[config.mk]
export PLATFORM = sky130hd
export DESIGN_NAME = store_buffer
export DESIGN_NICKNAME = d
export VERILOG_FILES = /design/src/rtl/store_buffer.sv
export SDC_FILE = /design/constraint.sdc
export NUM_CORES = 1
export LEC_CHECK = 0
export BUFFER_PORTS_ARGS = -buffer_cell sky130_fd_sc_hd__buf_2
export CORE_MARGIN = 5
export CORE_UTILIZATION = 57
export CTS_CLUSTER_DIAMETER = 100
export CTS_CLUSTER_SIZE = 20
export DETAILED_ROUTE_END_ITERATION = 10
export HOLD_SLACK_MARGIN = 0.02
export PLACE_DENSITY = 0.8
export SLEW_MARGIN = 20
export SYNTH_ARGS = -nofsm -noshare
export SYNTH_HDL_FRONTEND = slang
export SYNTH_SLANG_ARGS = --single-unit
[constraint.sdc]
create_clock -name clk -period 2.6 [get_ports clk]
set_input_delay 0 -clock clk [delete_from_list [all_inputs] [get_ports clk]]
set_output_delay 0 -clock clk [all_outputs]
set_load 0.02 [all_outputs]
[src/rtl/store_buffer.sv]
// store_buffer: queues aligned stores from execute and drains them to data
// memory in acceptance order over a valid/ready handshake. Formats byte-lane
// write-enables and lane-replicated data at accept, flags misaligned/illegal
// stores, and reports a word-address hazard against pending entries.
module store_buffer #(
  parameter int unsigned DEPTH = 4,
  parameter int unsigned AW    = 14
) (
  input  logic                     clk,
  input  logic                     rst_n,
  input  logic                     st_valid,
  output logic                     st_ready,
  input  logic [31:0]              st_addr,
  input  logic [31:0]              st_data,
  input  logic [1:0]               st_sel,
  output logic                     st_misaligned,
  output logic                     dmem_valid,
  input  logic                     dmem_ready,
  output logic [AW-1:0]            dmem_addr,
  output logic [3:0]               dmem_we,
  output logic [31:0]              dmem_din,
  input  logic [31:0]              ld_addr,
  output logic                     ld_hazard,
  output logic [$clog2(DEPTH):0]   count,
  output logic                     empty
);

  localparam int unsigned PW = $clog2(DEPTH);
  localparam int unsigned CW = PW + 1;

  logic [PW-1:0]    wr_ptr_q, wr_ptr_d;
  logic [PW-1:0]    rd_ptr_q, rd_ptr_d;
  logic [CW-1:0]    count_q, count_d;
  logic             misal_q, misal_d;
  logic [DEPTH-1:0] ent_vld_q, ent_vld_d;
  logic [AW-1:0]    ent_addr_q [DEPTH];
  logic [AW-1:0]    ent_addr_d [DEPTH];
  logic [3:0]       ent_we_q   [DEPTH];
  logic [3:0]       ent_we_d   [DEPTH];
  logic [31:0]      ent_din_q  [DEPTH];
  logic [31:0]      ent_din_d  [DEPTH];

  logic        fmt_bad;
  logic [3:0]  fmt_we;
  logic [31:0] fmt_din;
  logic        accept, push, pop;

  logic unused_addr_bits;
  assign unused_addr_bits = ^{st_addr[31:AW+2], ld_addr[31:AW+2], ld_addr[1:0]};

  // Ready and head-valid come from registered count only.
  assign st_ready   = (count_q != CW'(DEPTH));
  assign dmem_valid = (count_q != '0);
  assign accept     = st_valid && st_ready;
  assign push       = accept && !fmt_bad;
  assign pop        = dmem_valid && dmem_ready;

  assign count         = count_q;
  assign empty         = (count_q == '0);
  assign st_misaligned = misal_q;

  // Head entry is gated to zero whenever nothing is presented.
  assign dmem_addr = dmem_valid ? ent_addr_q[rd_ptr_q] : '0;
  assign dmem_we   = dmem_valid ? ent_we_q[rd_ptr_q]   : '0;
  assign dmem_din  = dmem_valid ? ent_din_q[rd_ptr_q]  : '0;

  // Lane formatting and alignment check of the incoming store.
  always_comb begin
    fmt_bad = 1'b0;
    fmt_we  = '0;
    fmt_din = '0;
    case (st_sel)
      2'b00: begin
        fmt_we  = 4'b0001 << st_addr[1:0];
        fmt_din = {4{st_data[7:0]}};
      end
      2'b01: begin
        fmt_bad = st_addr[0];
        fmt_we  = st_addr[1] ? 4'b1100 : 4'b0011;
        fmt_din = {2{st_data[15:0]}};
      end
      2'b10: begin
        fmt_bad = |st_addr[1:0];
        fmt_we  = 4'b1111;
        fmt_din = st_data;
      end
      default: fmt_bad = 1'b1;
    endcase
  end

  // Word-address hazard against every valid entry, head included.
  always_comb begin
    ld_hazard = 1'b0;
    for (int unsigned i = 0; i < DEPTH; i++) begin
      if (ent_vld_q[i] && (ent_addr_q[i] == ld_addr[AW+1:2])) ld_hazard = 1'b1;
    end
  end

  // Next-state for pointers, count, misaligned pulse and entry storage.
  always_comb begin
    wr_ptr_d   = wr_ptr_q;
    rd_ptr_d   = rd_ptr_q;
    count_d    = count_q;
    misal_d    = accept && fmt_bad;
    ent_vld_d  = ent_vld_q;
    ent_addr_d = ent_addr_q;
    ent_we_d   = ent_we_q;
    ent_din_d  = ent_din_q;
    // Pop clears before push sets; indices only coincide when empty or full,
    // where one of the two cannot happen.
    if (pop) begin
      ent_vld_d[rd_ptr_q] = 1'b0;
      rd_ptr_d            = PW'(rd_ptr_q + 1'b1);
    end
    if (push) begin
      ent_vld_d[wr_ptr_q]  = 1'b1;
      ent_addr_d[wr_ptr_q] = st_addr[AW+1:2];
      ent_we_d[wr_ptr_q]   = fmt_we;
      ent_din_d[wr_ptr_q]  = fmt_din;
      wr_ptr_d             = PW'(wr_ptr_q + 1'b1);
    end
    case ({push, pop})
      2'b10:   count_d = count_q + CW'(1);
      2'b01:   count_d = count_q - CW'(1);
      default: count_d = count_q;
    endcase
  end

  // State registers with asynchronous clear.
  always_ff @(posedge clk or negedge rst_n) begin
    if (!rst_n) begin
      wr_ptr_q  <= '0;
      rd_ptr_q  <= '0;
      count_q   <= '0;
      misal_q   <= 1'b0;
      ent_vld_q <= '0;
      for (int unsigned i = 0; i < DEPTH; i++) begin
        ent_addr_q[i] <= '0;
        ent_we_q[i]   <= '0;
        ent_din_q[i]  <= '0;
      end
    end else begin
      wr_ptr_q   <= wr_ptr_d;
      rd_ptr_q   <= rd_ptr_d;
      count_q    <= count_d;
      misal_q    <= misal_d;
      ent_vld_q  <= ent_vld_d;
      ent_addr_q <= ent_addr_d;
      ent_we_q   <= ent_we_d;
      ent_din_q  <= ent_din_d;
    end
  end

endmodule

==> results of run 1 <==
-- flip-flops by register name, indices dropped and copies added, names as in the netlist --
name	count
st_misaligned	1
ent_vld_q	4
ent_din_q	128
ent_addr_q	56
ent_we_q	16
rd_ptr_q	2
wr_ptr_q	2
count	3
-- power breakdown --
part / internal, W / switching, W
registers: 0.00479 / 0.00116
logic: 0.00362 / 0.00359
clock network: 0.00104 / 0.00107
total: 0.00946 / 0.00582
-- final cells by class --
class / instances / share of cell area
repair buffers: 198 / 0.1156
flip-flops and latches: 212 / 0.4271
well taps: 234 / 0.02355
clock inverters: 1 / 0.0007044
clock buffers: 16 / 0.03049
multi-input cells: 634 / 0.3998
inverters: 9 / 0.002717
-- worst max path at each step --
stage | slack [ns] | from | cells past startpoint | endpoint
floorplan | 0.26 | count[1]$_DFFE_PN0P_ | 9 | count[2]$_DFFE_PN0P_
global placement | 0.47 | count[0]$_DFFE_PN0P_ | 8 | count[2]$_DFFE_PN0P_
detailed placement | 0.44 | count[0]$_DFFE_PN0P_ | 8 | count[2]$_DFFE_PN0P_
CTS | 0.21 | rd_ptr_q[0]$_DFFE_PN0P_ | 4 | dmem_addr[0]
global route | 0.13 | rd_ptr_q[0]$_DFFE_PN0P_ | 4 | dmem_addr[3]
finish | 0.25 | rd_ptr_q[0]$_DFFE_PN0P_ | 4 | dmem_addr[3]
-- cell usage after synthesis --
master     count  area (um^2)
nor2_1        11        41.29
fa_1           1        20.02
nor2b_1       10        62.56
mux2_4        56        840.8
and2_1        50        312.8
a21oi_1       25        125.1
xnor2_1       59        516.8
or3b_1         1        8.760
mux2i_1        9        90.09
o211ai_1       1        7.510
mux2_2         1        11.26
clkbuf_1      48        180.2
or4_1          1        7.510
nor3b_1        1        7.510
o2111ai_4      4        105.1
nand2_1      163        611.8
a21oi_2        1        8.760
buf_2         19        95.09
ha_1           9        112.6
nand3_1        8        40.04
o21ai_0      149        745.7
nor3_1         1        5.000
mux4_2        50         1126
dfrtp_1      212         5305
and2_0         1        6.260
nand4_1       12        75.07
inv_1          9        33.78
a21boi_0       1        7.510
xor2_1         3        26.28
nor3_4         1        16.27
nor4_1         4        25.02
or3_1          1        6.260
buf_6          9        101.4
-- per-stage QoR --
stage	instances	worst slack, ns	total power (W)	cell area [um^2]
final	1304	0.2546	0.01528	12430
after global routing	1304	0.1258	0.01620	12430
after CTS	1304	0.2086	0.01533	12430
after detailed placement	1235	0.4373	0.01312	11520
after global placement	1235	0.4730	0.01281	11520
after floorplan	931	0.2619	0.01093	10690
-- cells by family after synthesis --
| group | count (synthesis) | synth area share |
|---|---|---|
| AND/OR/NAND/NOR | 265 | 0.1148 |
| flip-flops | 212 | 0.4965 |
| XOR/XNOR | 62 | 0.05082 |
| buffers and inverters | 85 | 0.03841 |
| AO/OA/AOI/OAI | 181 | 0.09356 |
| adder cells (fa/ha/maj) | 10 | 0.01241 |
| multiplexers | 116 | 0.1936 |
-- metal layers --
| layer | track usage | wire length, um |
|---|---|---|
| met1 | 0.3414 | 11310 |
| met2 | 0.4176 | 13150 |
| met3 | 0.03856 | 1847 |
| met4 | 0.07363 | 709 |
| met5 | 0 | 13 |
-- worst max-delay path: cells and delay by family (launching register included) --
kind	cells	cell delay (ns)
DFF	1	0.60
and+or+nand+nor	1	0.19
muxes	1	0.55
buffers and inverters	2	0.52
-- what timing repair did --
item                      in CTS  in global routing
buffers inserted               0                  0
hold buffers                  52                  0
hold endpoints to repair     262                  0
==> impl_results.md, run 1 <==
* ANT cells at 0
* Avg WL per Cell at 20.73 um
* Syn-to-layout area delta at 16.36%
* Clk sink count at 212
* Mapped Nets at 1043
* Post-CTS Resized at 0
* Pin count of the biggest net entering global routing at 79
* Worst hold slack at 0.1201 ns
* R2R setup slack at 0.42 ns
* Crit Reg-Reg Startpoint: count[0]$_DFFE_PN0P_
* CTS tree: built
* Worst-path fanout max at 14
* Reg2Reg Capture Point: count[2]$_DFFE_PN0P_
* Antenna Nets Post-Route at 0
* Overflow after GRT at 0
* DRC viols at 0
* Clk_skew at 0.01729 ns
* Die Y at 146.9 um
* Cell Pwr Density at 1229 nW/um^2
* Rel. slew slack at 0.4220
* CP endpoint kind: primary output
* Register area at 5310 um^2
* HPWL after DPL at 17480 um
* Layout cells sized above 1 at 0.2598
* Clock latency on the worst-skew pair at 0.48 ns
* Fill cells at 1365
* # IOs at 160
* Post-Route WL at 27030 um
* Num CTS Buffers at 14
* Port bufs at 125
* GRT Util Overall at 0.2493
* Distinct cells, synth at 33
* Initial antenna violation count at 1
* Routability congestion estimate at 0.8571
* HP Class: in2async
* Final Max Slew Viols at 0
* Worst-Margin Slew at 0.8666 ns
* VDD IR max at 922.9 uV
* Multi-input logic area at 4971 um^2
* Worst-path clk slew at 0.09 ns
* Initial core utilization at 0.5751
* Vias in the first global route at 8017
* Die width at 146.9 um
* Routed vias/inst at 5.890
* R2r worst-path depth at 8
* CP peak stage delay at 0.60 ns
* H-tree depth at 1
* P_leak at 5.795 nW
* Period utilization at 0.9021
* Final Hold Fails at 0
* RSZ-0062 raised after global routing: no
* Slowest library cell on the worst path: dfrtp_4
* Detailed Routing Iterations Pass 1 at 4
* Fmax at 426.4 MHz
* Most common cell after layout, fill and taps aside: dfrtp_1
* Vias at 7680
* TNS Setup at 0 ns
* Post-Syn Area at 10690 um^2
* Status: complete, no violations
* Final setup fails at 0
* Max Root-Sink Buffers at 3
* Worst path required time at 2.60 ns
* Gate Count Post-Synth at 931
* Worst Path Arrival at 2.35 ns
* Nets@finish at 1181
* 1st-iter DRT viols at 496
* Max-capacitance violation count at 0
* CP Cell Sequence: buf_4 -> mux4_2 -> and2_1 -> buf_2
* Clock root cell: clkbuf_16
* Synth Register Bits at 212
* Setup CP Type: reg2out
* DIE AREA at 21580 um^2
* CP Launch Type: flop
* Period minus WS final at 2.345 ns
* Post-synthesis sequential area ratio at 0.4965
* Syn_area_per_cell at 11.48 um^2
* Layout Utilization at 0.6692
* Synth Warn # at 0
* Most frequent cells in the layout: dfrtp_1 (210), nand2_1 (163), o21ai_0 (149)
* Row count at 50
* First-pass GRT wire length at 43220 um
* Core area at 18580 um^2
Power figures use the tool's default switching activity.
==> run 2, diff against run 1 <==
--- a/config.mk
+++ b/config.mk
@@ -5,7 +5,7 @@
 export SDC_FILE = /design/constraint.sdc
 export NUM_CORES = 1
 export LEC_CHECK = 0
-export BUFFER_PORTS_ARGS = -buffer_cell sky130_fd_sc_hd__buf_2
+export BUFFER_PORTS_ARGS = -buffer_cell sky130_fd_sc_hd__buf_4
 export CORE_MARGIN = 5
 export CORE_UTILIZATION = 57
 export CTS_CLUSTER_DIAMETER = 100
==> impl_results.md, run 2 (synthesized netlist as in run 1, its figures left out) <==
* Clock latency on the worst-skew pair at 0.47 ns
* RSZ-0062 raised after global routing: no
* VDD IR max at 701.9 uV
* 1st-iter DRT viols at 463
* HPWL after DPL at 16580 um
* Most common cell after layout, fill and taps aside: dfrtp_1
* Multi-input logic area at 4971 um^2
* Period minus WS final at 2.398 ns
* Vias at 7593
* Fmax at 417.1 MHz
* DP Area at 11780 um^2
* CP Launch Point: rd_ptr_q[0]$_DFFE_PN0P_
* Antenna Nets Post-Route at 0
* Num CTS Buffers at 14
* Nets@finish at 1175
* Cell Pwr Density at 1238 nW/um^2
* R2r worst-path depth at 8
* Register area at 5310 um^2
* Row count at 50
* Initial antenna violation count at 0
* Clk_skew at 0.006692 ns
* Avg WL per Cell at 20.02 um
* Worst path required time at 2.60 ns
* Fill cells at 1335
* Final Max Slew Viols at 0
* Post-CTS setup buffers at 0
* H-tree depth at 1
* Routed vias/inst at 5.850
* HP Class: in2reg
* Vias in the first global route at 7931
* Initial core utilization at 0.5751
* Hold path depth at 3
* Most frequent cells in the layout: dfrtp_1 (210), nand2_1 (163), o21ai_0 (149)
* First-pass GRT wire length at 42450 um
* Number of flip-flops in the largest register at 128
* Clk sink count at 212
* Fin area at 12650 um^2
* TNS Setup at 0 ns
* R2R setup slack at 0.41 ns
* Clock root cell: clkbuf_16
* Top flop regs: ent_din_q (128), ent_addr_q (56), ent_we_q (16)
* Reg2Reg Capture Point: count[2]$_DFFE_PN0P_
* Final Hold Fails at 0
* Die width at 146.9 um
* Port bufs at 125
* Final setup fails at 0
* Hold path start: st_addr[0]
* Core area at 18580 um^2
* # hold bufs at CTS at 49
* Worst-path clk slew at 0.08 ns
* Die Y at 146.9 um
* Detailed Routing Iterations Pass 1 at 4
* Syn-to-layout area delta at 18.42%
* DRC viols at 0
* Max-capacitance violation count at 0
* Worst-Margin Slew at 0.7311 ns
* Status: complete, no violations
* ANT cells at 0
* CP endpoint kind: primary output
* Crit Reg-Reg Startpoint: count[0]$_DFFE_PN0P_
* Setup CP Type: reg2out
* Layout cells sized above 1 at 0.2585
* Worst-path fanout max at 19
* # IOs at 160
* Worst Path Arrival at 2.40 ns
* Rel. slew slack at 0.5126
* CTS tree: built
* GRT Util Overall at 0.2430
* Hold-critical path endpoint: st_misaligned$_DFF_PN0_
* Routability congestion estimate at 0.8687
* Biggest register: ent_din_q
* Max Root-Sink Buffers at 3
* CP Launch Type: flop
* Post-Route WL at 25980 um
* DIE AREA at 21580 um^2
* Period utilization at 0.9222
* P_leak at 5.833 nW
* Post-CTS Resized at 0
* Pin count of the biggest net entering global routing at 92
* Overflow after GRT at 0
==> run 2: changes by cell type in the layout (fill, tap and decap cells not counted) <==
cell / before / now
buf_12: 10 / 7
buf_2: 124 / 0
dlygate4sd3_1: 52 / 49
buf_4: 11 / 135
==> run 2: stage by stage <==
step / util / instances / total power (W) / setup WS, ns / hold WS [ns]
3_5_place_dp: 0.6337 / 1232 / 0.01354 / 0.4323 / 0.09200
2_1_floorplan: - / 931 / 0.01093 / 0.2619 / -0.2956
4_1_cts: 0.6810 / 1298 / 0.01573 / 0.1760 / 0.02293
6_report: 0.6810 / 1298 / 0.01566 / 0.2024 / 0.03331
3_3_place_gp: 0.6337 / 1232 / 0.01327 / 0.4610 / 0.09620
5_1_grt: 0.6810 / 1298 / 0.01663 / 0.08573 / 0.08875
==> run 2: critical path, cell delays in order (launching register included) <==
cell	delay, ns
dfrtp_4	0.73
buf_4	0.29
mux4_2	0.54
and2_1	0.20
buf_4	0.16
==> run 2: layout make-up <==
class | instances | area share
flip-flops and latches | 212 | 0.4197
multi-input cells | 634 | 0.3929
repair buffers | 192 | 0.1310
clock buffers | 16 | 0.02996
well taps | 234 | 0.02314
inverters | 9 | 0.002670
clock inverters | 1 | 0.0006922
==> run 2: per-layer routing <==
metal / up-vias / GRT usage / wire length [um]
li1: 3454 / - / -
met1: 3836 / 0.3434 / 11140
met2: 248 / 0.3969 / 12550
met3: 55 / 0.03547 / 1614
met4: 0 / 0.07176 / 670
met5: - / 0 / 0
==> run 2: worst max-delay path by stage <==
stage | endpoint | slack [ns]
floorplan | count[2]$_DFFE_PN0P_ | 0.26
global placement | count[2]$_DFFE_PN0P_ | 0.46
detailed placement | count[2]$_DFFE_PN0P_ | 0.43
CTS | dmem_din[6] | 0.18
global route | dmem_din[6] | 0.09
finish | dmem_din[6] | 0.20
==> run 2: report_power, final <==
group	total [W]	switching (W)	internal, W
Clock	0.00212	0.00108	0.00104
Combinational	0.00757	0.00354	0.00403
Sequential	0.00596	0.00117	0.00479
Total	0.0157	0.00580	0.00987
==> run 3, diff against run 2 <==
--- a/config.mk
+++ b/config.mk
@@ -6,6 +6,7 @@
 export NUM_CORES = 1
 export LEC_CHECK = 0
 export BUFFER_PORTS_ARGS = -buffer_cell sky130_fd_sc_hd__buf_4
+export CORE_ASPECT_RATIO = 1.25
 export CORE_MARGIN = 5
 export CORE_UTILIZATION = 57
 export CTS_CLUSTER_DIAMETER = 100
==> impl_results.md, run 3 (synthesized netlist as in run 1, its figures left out) <==
* Vias in the first global route at 8210
* H-tree depth at 1
* Worst-path fanout max at 24
* CP Cell Sequence: dlygate4sd3_1 -> buf_4 -> buf_4 -> nor2b_1 -> buf_4 -> a21oi_1 -> dlygate4sd3_1 -> o21ai_0
* Port bufs at 125
* Clock root cell: clkbuf_16
* Most frequent cells in the layout: dfrtp_1 (210), nand2_1 (163), o21ai_0 (149)
* Final Max Slew Viols at 0
* Setup CP Type: in2reg
* 1st-iter DRT viols at 530
* Routed vias/inst at 5.878
* Most crowded layer after global routing: met2
* CP endpoint kind: flop
* Initial core utilization at 0.5733
* DIE AREA at 21600 um^2
* CP Launch Type: input port
* First-pass GRT wire length at 43860 um
* Most Frequent Cell on Critical Path: buf_4
* Clk_skew at 0.01099 ns
* Most common cell after layout, fill and taps aside: dfrtp_1
* VDD IR max at 845.8 uV
* Nets@finish at 1189
* Syn-to-layout area delta at 20.28%
* Max-capacitance violation count at 0
* Post-Route WL at 26960 um
* Fmax at 440.8 MHz
* Number of flip-flops in the largest register at 128
* TNS Setup at 0 ns
* Layout Utilization at 0.6896
* Die Y at 163.1 um
* Final setup fails at 0
* Routability congestion estimate at 0.9020
* HPWL after DPL at 17700 um
* Met3 Use GR at 0.04159
* Multi-input logic area at 4971 um^2
* M2 GR Usage at 0.4405
* Antenna Nets Post-Route at 0
* Rel. slew slack at 0.5159
* Row count at 56
* # IOs at 160
* Period utilization at 0.8725
* Met1 global-route usage at 0.3322
* Fill cells at 1305
* CP peak stage delay at 0.60 ns
* Core area at 18640 um^2
* P_leak at 5.931 nW
* Avg WL per Cell at 20.57 um
* Worst Path Arrival at 2.65 ns
* Overflow after GRT at 0
* Max Root-Sink Buffers at 3
* Vias at 7706
* RSZ-0062 raised after global routing: no
* CTS tree: built
* Worst-path clk slew at 0.08 ns
* Clock latency on the worst-skew pair at 0.47 ns
* GRT Util Overall at 0.2533
* Biggest register: ent_din_q
* Status: complete, no violations
* Num CTS Buffers at 14
* Layout cells sized above 1 at 0.2660
* Initial antenna violation count at 0
* Period minus WS final at 2.268 ns
* Die width at 132.5 um
* Cell Pwr Density at 1248 nW/um^2
* Register area at 5310 um^2
* DRC viols at 0
* Top flop regs: ent_din_q (128), ent_addr_q (56), ent_we_q (16)
* HP Class: in2async
* ANT cells at 0
* Detailed Routing Iterations Pass 1 at 5
* Worst-Margin Slew at 0.7258 ns
* Final Hold Fails at 0
* Clk sink count at 212
* Slowest library cell on the worst path: dlygate4sd3_1
* Pin count of the biggest net entering global routing at 102
* Worst path required time at 2.98 ns
[run 3: cell types whose count changed in the layout (fill, tap and decap cells not counted)]
cell and change:
dlygate4sd3_1 +3, bufinv_16 +2, buf_4 +8, inv_6 -1, buf_12 +3
[run 3: final timing paths]
path                                           startpoint                    endpoint  slack, ns  depth (start not counted)
worst max-delay path                            st_sel[1]   ent_din_q[16]$_DFFE_PN0P_       0.33                          8
worst min-delay path                                rst_n  ent_addr_q[49]$_DFFE_PN0P_       0.07                          3
worst max register to register       count[0]$_DFFE_PN0P_        count[2]$_DFFE_PN0P_       0.39                          8
worst min register to register  ent_din_q[52]$_DFFE_PN0P_   ent_din_q[52]$_DFFE_PN0P_       0.48                          2
max in group asynchronous                           rst_n    ent_din_q[2]$_DFFE_PN0P_       1.93                          3
min in group clk                               st_addr[1]    ent_we_q[12]$_DFFE_PN0P_       0.12                          4
[run 3: worst max-delay path: cells and delay by family]
family / cells / cell delay [ns]
buffers and inverters: 5 / 1.82
AND/OR/NAND/NOR: 1 / 0.52
AO/OA/AOI/OAI: 2 / 0.29
[run 3: stage by stage]
| step | instance area [um^2] | setup WS (ns) | total power (W) | hold WS (ns) | instances |
|---|---|---|---|---|---|
| 6_report | 12850 | 0.3315 | 0.01604 | 0.07292 | 1311 |
| 5_1_grt | 12850 | 0.2447 | 0.01701 | 0.08669 | 1311 |
| 4_1_cts | 12850 | 0.3896 | 0.01608 | 0.07191 | 1311 |
| 3_5_place_dp | 11870 | 0.4380 | 0.01363 | -0.08599 | 1240 |
| 3_3_place_gp | 11870 | 0.4655 | 0.01338 | -0.08448 | 1240 |
| 2_1_floorplan | 10690 | 0.2619 | 0.01093 | -0.2956 | 931 |
[run 3: timing repair]
item                                   4_1_cts  5_1_grt
resized for setup                            0        0
endpoints found under the hold margin      402        0
hold buffers                                53        0
setup buffers                                0        0
[run 3: cell type report]
type | instances | share of cell area
Sequential cell | 212 | 0.4132
Multi-Input combinational cell | 634 | 0.3868
Timing Repair Buffer | 206 | 0.1407
Clock buffer | 16 | 0.02950
Tap cell | 232 | 0.02259
Clock inverter | 2 | 0.004673
Inverter | 9 | 0.002629
[run 3: power breakdown]
group,total [W],internal [W],switching [W]
clock,0.00234,0.00124,0.00110
sequential,0.00595,0.00479,0.00116
combinational,0.00775,0.00411,0.00364
total,0.0160,0.0101,0.00590
[run 3: layer usage]
layer / share of wire / wire length (um) / up-vias
met1: 0.40 / 10720 / 3858
met2: 0.51 / 13870 / 296
li1: - / - / 3486
met4: 0.028 / 744 / 0
met3: 0.060 / 1630 / 66
met5: 0 / 0 / -
